===== src/rtl/regfile_dump.sv =====
// Read-side dump sequencer for the register file: walks an inclusive (wrapping)
// address range and streams {address, data} beats on a valid/ready interface.
module regfile_dump #(
    parameter int REG_WIDTH  = 8,
    parameter int ADDR_WIDTH = 4
) (
    input  logic                  clk,
    input  logic                  rst,
    input  logic                  start,
    input  logic                  abort,
    input  logic [ADDR_WIDTH-1:0] start_addr,
    input  logic [ADDR_WIDTH-1:0] end_addr,
    output logic [ADDR_WIDTH-1:0] rf_raddr,
    input  logic [REG_WIDTH-1:0]  rf_rdata,
    output logic                  out_valid,
    input  logic                  out_ready,
    output logic [ADDR_WIDTH-1:0] out_addr,
    output logic [REG_WIDTH-1:0]  out_data,
    output logic                  busy,
    output logic                  done
);

    typedef enum logic [1:0] {
        S_IDLE,
        S_FETCH,
        S_SEND,
        S_DONE
    } state_t;

    state_t                  r_state;
    state_t                  w_next;
    logic [ADDR_WIDTH-1:0]   r_end;
    logic [ADDR_WIDTH-1:0]   r_cur;
    logic [ADDR_WIDTH-1:0]   r_raddr;
    logic [ADDR_WIDTH-1:0]   r_outAddr;
    logic [REG_WIDTH-1:0]    r_outData;
    logic [ADDR_WIDTH-1:0]   w_curInc;
    logic                    w_handshake;
    logic                    w_last;

    assign w_curInc    = r_cur + 1'b1;
    assign w_handshake = (r_state == S_SEND) && out_ready;
    assign w_last      = (r_cur == r_end);

    always_ff @(posedge clk or negedge rst) begin
        if (!rst) begin
            r_state <= S_IDLE;
        end else begin
            r_state <= w_next;
        end
    end

    // Abort outranks a same-cycle handshake so an aborted beat is never consumed.
    always_comb begin
        w_next = r_state;
        case (r_state)
            S_IDLE:  if (start) w_next = S_FETCH;
            S_FETCH: w_next = abort ? S_IDLE : S_SEND;
            S_SEND: begin
                if (abort) begin
                    w_next = S_IDLE;
                end else if (w_handshake) begin
                    w_next = w_last ? S_DONE : S_FETCH;
                end
            end
            S_DONE:  w_next = S_IDLE;
            default: w_next = S_IDLE;
        endcase
    end

    always_ff @(posedge clk or negedge rst) begin
        if (!rst) begin
            r_end     <= '0;
            r_cur     <= '0;
            r_raddr   <= '0;
            r_outAddr <= '0;
            r_outData <= '0;
        end else begin
            case (r_state)
                S_IDLE: begin
                    if (start) begin
                        r_end   <= end_addr;
                        r_cur   <= start_addr;
                        r_raddr <= start_addr;
                    end
                end
                S_FETCH: begin
                    if (!abort) begin
                        r_outData <= rf_rdata;
                        r_outAddr <= r_cur;
                    end
                end
                S_SEND: begin
                    if (!abort && w_handshake && !w_last) begin
                        r_cur   <= w_curInc;
                        r_raddr <= w_curInc;
                    end
                end
                default: ;
            endcase
        end
    end

    assign rf_raddr  = r_raddr;
    assign out_addr  = r_outAddr;
    assign out_data  = r_outData;
    assign out_valid = (r_state == S_SEND);
    assign busy      = (r_state == S_FETCH) || (r_state == S_SEND);
    assign done      = (r_state == S_DONE);

endmodule


===== config.mk =====
export PLATFORM = sky130hd
export DESIGN_NAME = regfile_dump
export DESIGN_NICKNAME = d
export VERILOG_FILES = /design/src/rtl/regfile_dump.sv
export SDC_FILE = /design/constraint.sdc
export NUM_CORES = 1
export LEC_CHECK = 0
export ABC_AREA = 1
export BUFFER_PORTS_ARGS = -buffer_cell sky130_fd_sc_hd__buf_2
export CORE_ASPECT_RATIO = 1.25
export CORE_UTILIZATION = 52
export CTS_BUF_LIST = sky130_fd_sc_hd__clkbuf_16
export CTS_CLUSTER_DIAMETER = 120
export DETAILED_ROUTE_END_ITERATION = 12
export MAX_ROUTING_LAYER = met4
export PLACE_DENSITY = 0.83
export SLEW_MARGIN = 5
export SYNTH_ARGS = -nofsm -noshare
export SYNTH_HDL_FRONTEND = slang
export SYNTH_SLANG_ARGS = --single-unit

===== constraint.sdc =====
create_clock -name clk -period 2.4 [get_ports clk]
set_input_delay 0.48 -clock clk [delete_from_list [all_inputs] [get_ports clk]]
set_output_delay 0.48 -clock clk [all_outputs]
set_load 0.02 [all_outputs]

After elaboration in Yosys (flattened, before gate mapping)
Index checks and enable logic that the tools add are counted.

word-level totals
  register bits = 22
  input bits = 21
  output and inout bits = 19

operators by class
  add/subtract/negate cells = 1
  eq/ne operators = 7
  mux-type cells = 9
  bitwise operators = 1
  reduce and logical (&&, ||, !) cells = 12

operators by type and width
  operator             count
  $mux 2               5
  $mux 4               2
  $pmux 2 s4           1
  $pmux 4 s2           1
  $reduce_and 2->1     3
  $add 4x1->4 const B  1
  $eq 2x2->1 const B   2
  $eq 4x4->1           1
  $logic_and 1x1->1    3
  $ne 3x2->1 const B   1
  $reduce_and 3->1     1
  $eq 2x1->1 const B   1
  $logic_not 1->1      2
  $logic_not 2->1      1
  $ne 2x1->1 const B   1
  $ne 2x2->1 const B   1
  $reduce_bool 2->1    1
  $logic_or 1x1->1     1
  $not 1->1            1

Depth between registers and ports, before layout
  word-level depth = 6
  gate-level depth with buffers = 10
  mapped depth without buffers = 10

Least setup slack after synthesis
No wires, ideal clock.

  path kind = reg2reg
  start point = register r_state[0]
  end point = register r_raddr[0] (netlist: rf_raddr[0])
  arrival time = 1.334 ns
  path slack = 0.949 ns
  cell stages (with the launch flop) = 10
  clock period less this slack = 1.451 ns
  cells stage by stage = dfrtp_1 -> inv_1 -> ha_1 -> nand2_1 -> nor2_1 -> nand2_2 -> nand2_4 -> nand2_4 -> nand2_1 -> nand2_1

between the ends
  cells in the longest elaborated chain, start to end = 6
  elaborated cells between the ends (all ways) = 10
  those cells by class = eq/ne: 3; mux: 1; reduce/logical: 6

RTL lines
  what                               line  RTL
  start: declaration                 30    state_t r_state;
  start signal: assignment           49    r_state <= w_next;
  $eq 2x2->1 *                       -
  net out_valid                      15    output logic out_valid,
  $logic_and 1x1->1                  42    assign w_handshake = (r_state == S_SEND) && out_ready;
  $logic_and 1x1->1 (2 in series)    94    if (!abort && w_handshake && !w_last) begin
  $ne 2x1->1 (no source line)        -
  $reduce_and 3->1 (no source line)  -
  end signal: assignment             84    r_raddr <= start_addr;
  end signal: assignment             96    r_raddr <= w_curInc;
  end: declaration                   34    logic [ADDR_WIDTH-1:0] r_raddr;

Mark *: on every way through the listed nets, which the timed path passes. The rest lies on a longest branch.
A chain may end at the register's enable or synchronous reset.

Worst setup path after layout
  start point = register r_state[0]
  end point = output out_valid

between the ends
  cells in the longest elaborated chain, start to end = 1

RTL lines
  what              line  RTL
  $eq 2x2->1        107   assign out_valid = (r_state == S_SEND);
  end: declaration  15

No other way between the ends.

==> flow_summary.json <==
{
  "routed_wirelength_um": 2134,
  "numCtsBuffers": 3,
  "whs_ns": 0.1913,
  "drt-initial-drc-count": 5,
  "fmax_mhz": 557.4,
  "first_pass_iters": 4,
  "pwr_density_cell_nw_per_um2": 1447,
  "cts-resized-gates": 0,
  "ys_seq_area_share_pct": 50.00,
  "worstPathRequired_ns": 1.92,
  "port_buffers": 39,
  "routedWlPerCell_um": 11.47,
  "die_h_um": 53.45,
  "p_switching_w": 0.0008723,
  "drc": 0,
  "criticalPathCategory": "register to output port",
  "final-max-slew-violation-count": 0,
  "synth-seq-cells": 22,
  "final_common_cell": "nand2_1",
  "final_cells": 186,
  "clkPwrFrac_pct": 16.8,
  "drive_gt1_share_pct": 33.73,
  "die-area_um2": 2306,
  "clock_latency_ns": 0.25,
  "startpoint_type": "register",
  "ctsHoldBuffers": 0,
  "core-area_um2": 1982,
  "nNetsFinal": 194,
  "vdd_ir_drop_max_v": 0.0007805,
  "cts_root_buffer": "clkbuf_16",
  "endpoint_kind": "output port",
  "hold_viol": 0,
  "initial_core_util_pct": 55.56,
  "grt_max_degree": 23,
  "via_per_inst": 5.038,
  "clock_skew_ns": 0.001182,
  "fin_crit_ns": 1.794,
  "sw_frac_of_total_pct": 43.20,
  "p_int_w": 0.001147,
  "grt_pass1_vias": 840,
  "die_w_um": 43.16,
  "areaGrowthSynthToFinish_pct": 26.70,
  "tightest_slew_ns": 0.4901,
  "cts_max_level": 1,
  "antenna_found_initial": 0,
  "synth.net_count": 151,
  "vias": 937,
  "fin_ws_ns": 0.6060,
  "slew_headroom_pct": 67.33,
  "layout_common_cells": "nand2_1 (41), buf_2 (39), dfrtp_1 (22)",
  "cts_sinks": 22,
  "ios": 40,
  "finalSetupViolations": 0,
  "rsz0062_at_grt": "no",
  "antenna_cells": 0,
  "synthesis.area_um2": 1101,
  "p_comb_share_pct": 49.2,
  "yosys_warnings": 0,
  "place_inst": 182,
  "overflow": 0,
  "gp_congestion": 0.7705,
  "critPathMaxFanout": 6,
  "postCtsSetupBuffers": 0,
  "grt_pass1_wl_um": 3588,
  "clk_pin_slew_ns": 0.05,
  "tns_ns": 0,
  "synthCells": 124,
  "status": "complete, no violations",
  "ys_types": 17,
  "cap_viol_max_count": 0,
  "p_seq_share_pct": 34.0,
  "final_antenna_net_count": 0,
  "p_leak_nw": 0.7818,
  "hold_class": "input port to asynchronous set/reset pin",
  "synth.avg_cell_area_um2": 8.879,
  "grt_usage_pct": 21.88,
  "fin_crit_sh_pct": 74.75,
  "dp_hpwl_um": 1593,
  "pre_cts_ws_ns": 0.8775,
  "cts_tree": "yes",
  "clockBufferDepth": 2,
  "critPathArrivalTime_ns": 1.31,
  "fp-row-count": 18
}
-- registers in the layout (all words and copies together) (netlist names) --
register,cells
r_end,4
r_state,2
rf_raddr,4
out_data,8
out_addr,4
-- power by group through the flow --
stage	sequential (W)	clock [W]	combinational [W]
floorplan	0.000834	0	0.000572
global placement	0.000679	0	0.000969
detailed placement	0.000690	0	0.000998
CTS	0.000686	0.000350	0.00101
global route	0.000713	0.000369	0.00112
finish	0.000687	0.000339	0.000993
-- final cells by class --
class	instances	area (um^2)
inverter	13	48.80
tap	20	25.02
clock inverter	1	3.754
sequential	22	550.5
multi-input combinational	88	496.7
fill	164	586.8
timing repair buffer	39	195.2
clock buffer	3	75.07
-- final timing paths --
kind | endpoint | from | slack, ns | cells past startpoint
worst min register to register | out_addr[3]$_DFFE_PN0N_ | out_addr[3]$_DFFE_PN0N_ | 0.48 | 2
worst max-delay path | out_valid | r_state[0]$_DFFE_PN0P_ | 0.61 | 3
worst min-delay path | out_data[2]$_DFFE_PN0N_ | rst | 0.19 | 1
worst max register to register | r_state[1]$_DFFE_PN0P_ | r_state[0]$_DFFE_PN0P_ | 0.88 | 7
max in group asynchronous | out_data[7]$_DFFE_PN0N_ | rst | 1.88 | 1
min in group clk | out_data[7]$_DFFE_PN0N_ | rf_rdata[7] | 0.45 | 2
-- metrics by stage --
stage | cell area [um^2] | power [W] | util [%]
detailed placement | 1316 | 0.001688 | 66.41
floorplan | 1101 | 0.001406 | -
CTS | 1395 | 0.002044 | 70.39
global route | 1395 | 0.002199 | 70.39
finish | 1395 | 0.002019 | 70.39
global placement | 1316 | 0.001648 | 66.41
-- synthesized netlist by cell type --
cell type	instances	area share [%]
dfrtp_1	22	50
inv_2	2	0.68
o21ai_0	6	2.7
xor2_1	1	0.80
nand2_4	2	2.0
ha_1	6	6.8
nand2_2	3	1.7
a21oi_1	5	2.3
nor2_1	8	2.7
nand3_1	5	2.3
mux2_2	7	7.2
o21ai_1	2	0.91
nand2_1	41	14
inv_1	11	3.8
a22oi_1	1	0.68
mux2_1	1	1.0
buf_2	1	0.45
-- routing by layer --
layer	GRT usage (%)	share of wire, %	up-vias
li1	-	-	478
met1	24.09	40	425
met2	39.80	55	34
met3	3.413	5.5	0
met4	7.576	0	0
met5	-	0	-
-- critical path, cell delays in order, from the launching register on --
cell and delay, ns:
dfrtp_1 0.41, inv_1 0.14, ha_1 0.30, buf_2 0.21
-- logic make-up (layout without fill, tap and decap cells) --
family	count (synthesis)	count (layout)	synth area share [%]
simple gates	59	59	22.73
flops	22	22	50.00
compound gates	14	14	6.591
buf+inv	14	56	4.886
mux	8	8	8.182
fa+ha+maj	6	6	6.818
xor+xnor	1	1	0.7956
Note: power is estimated with default switching activity, not from simulation.
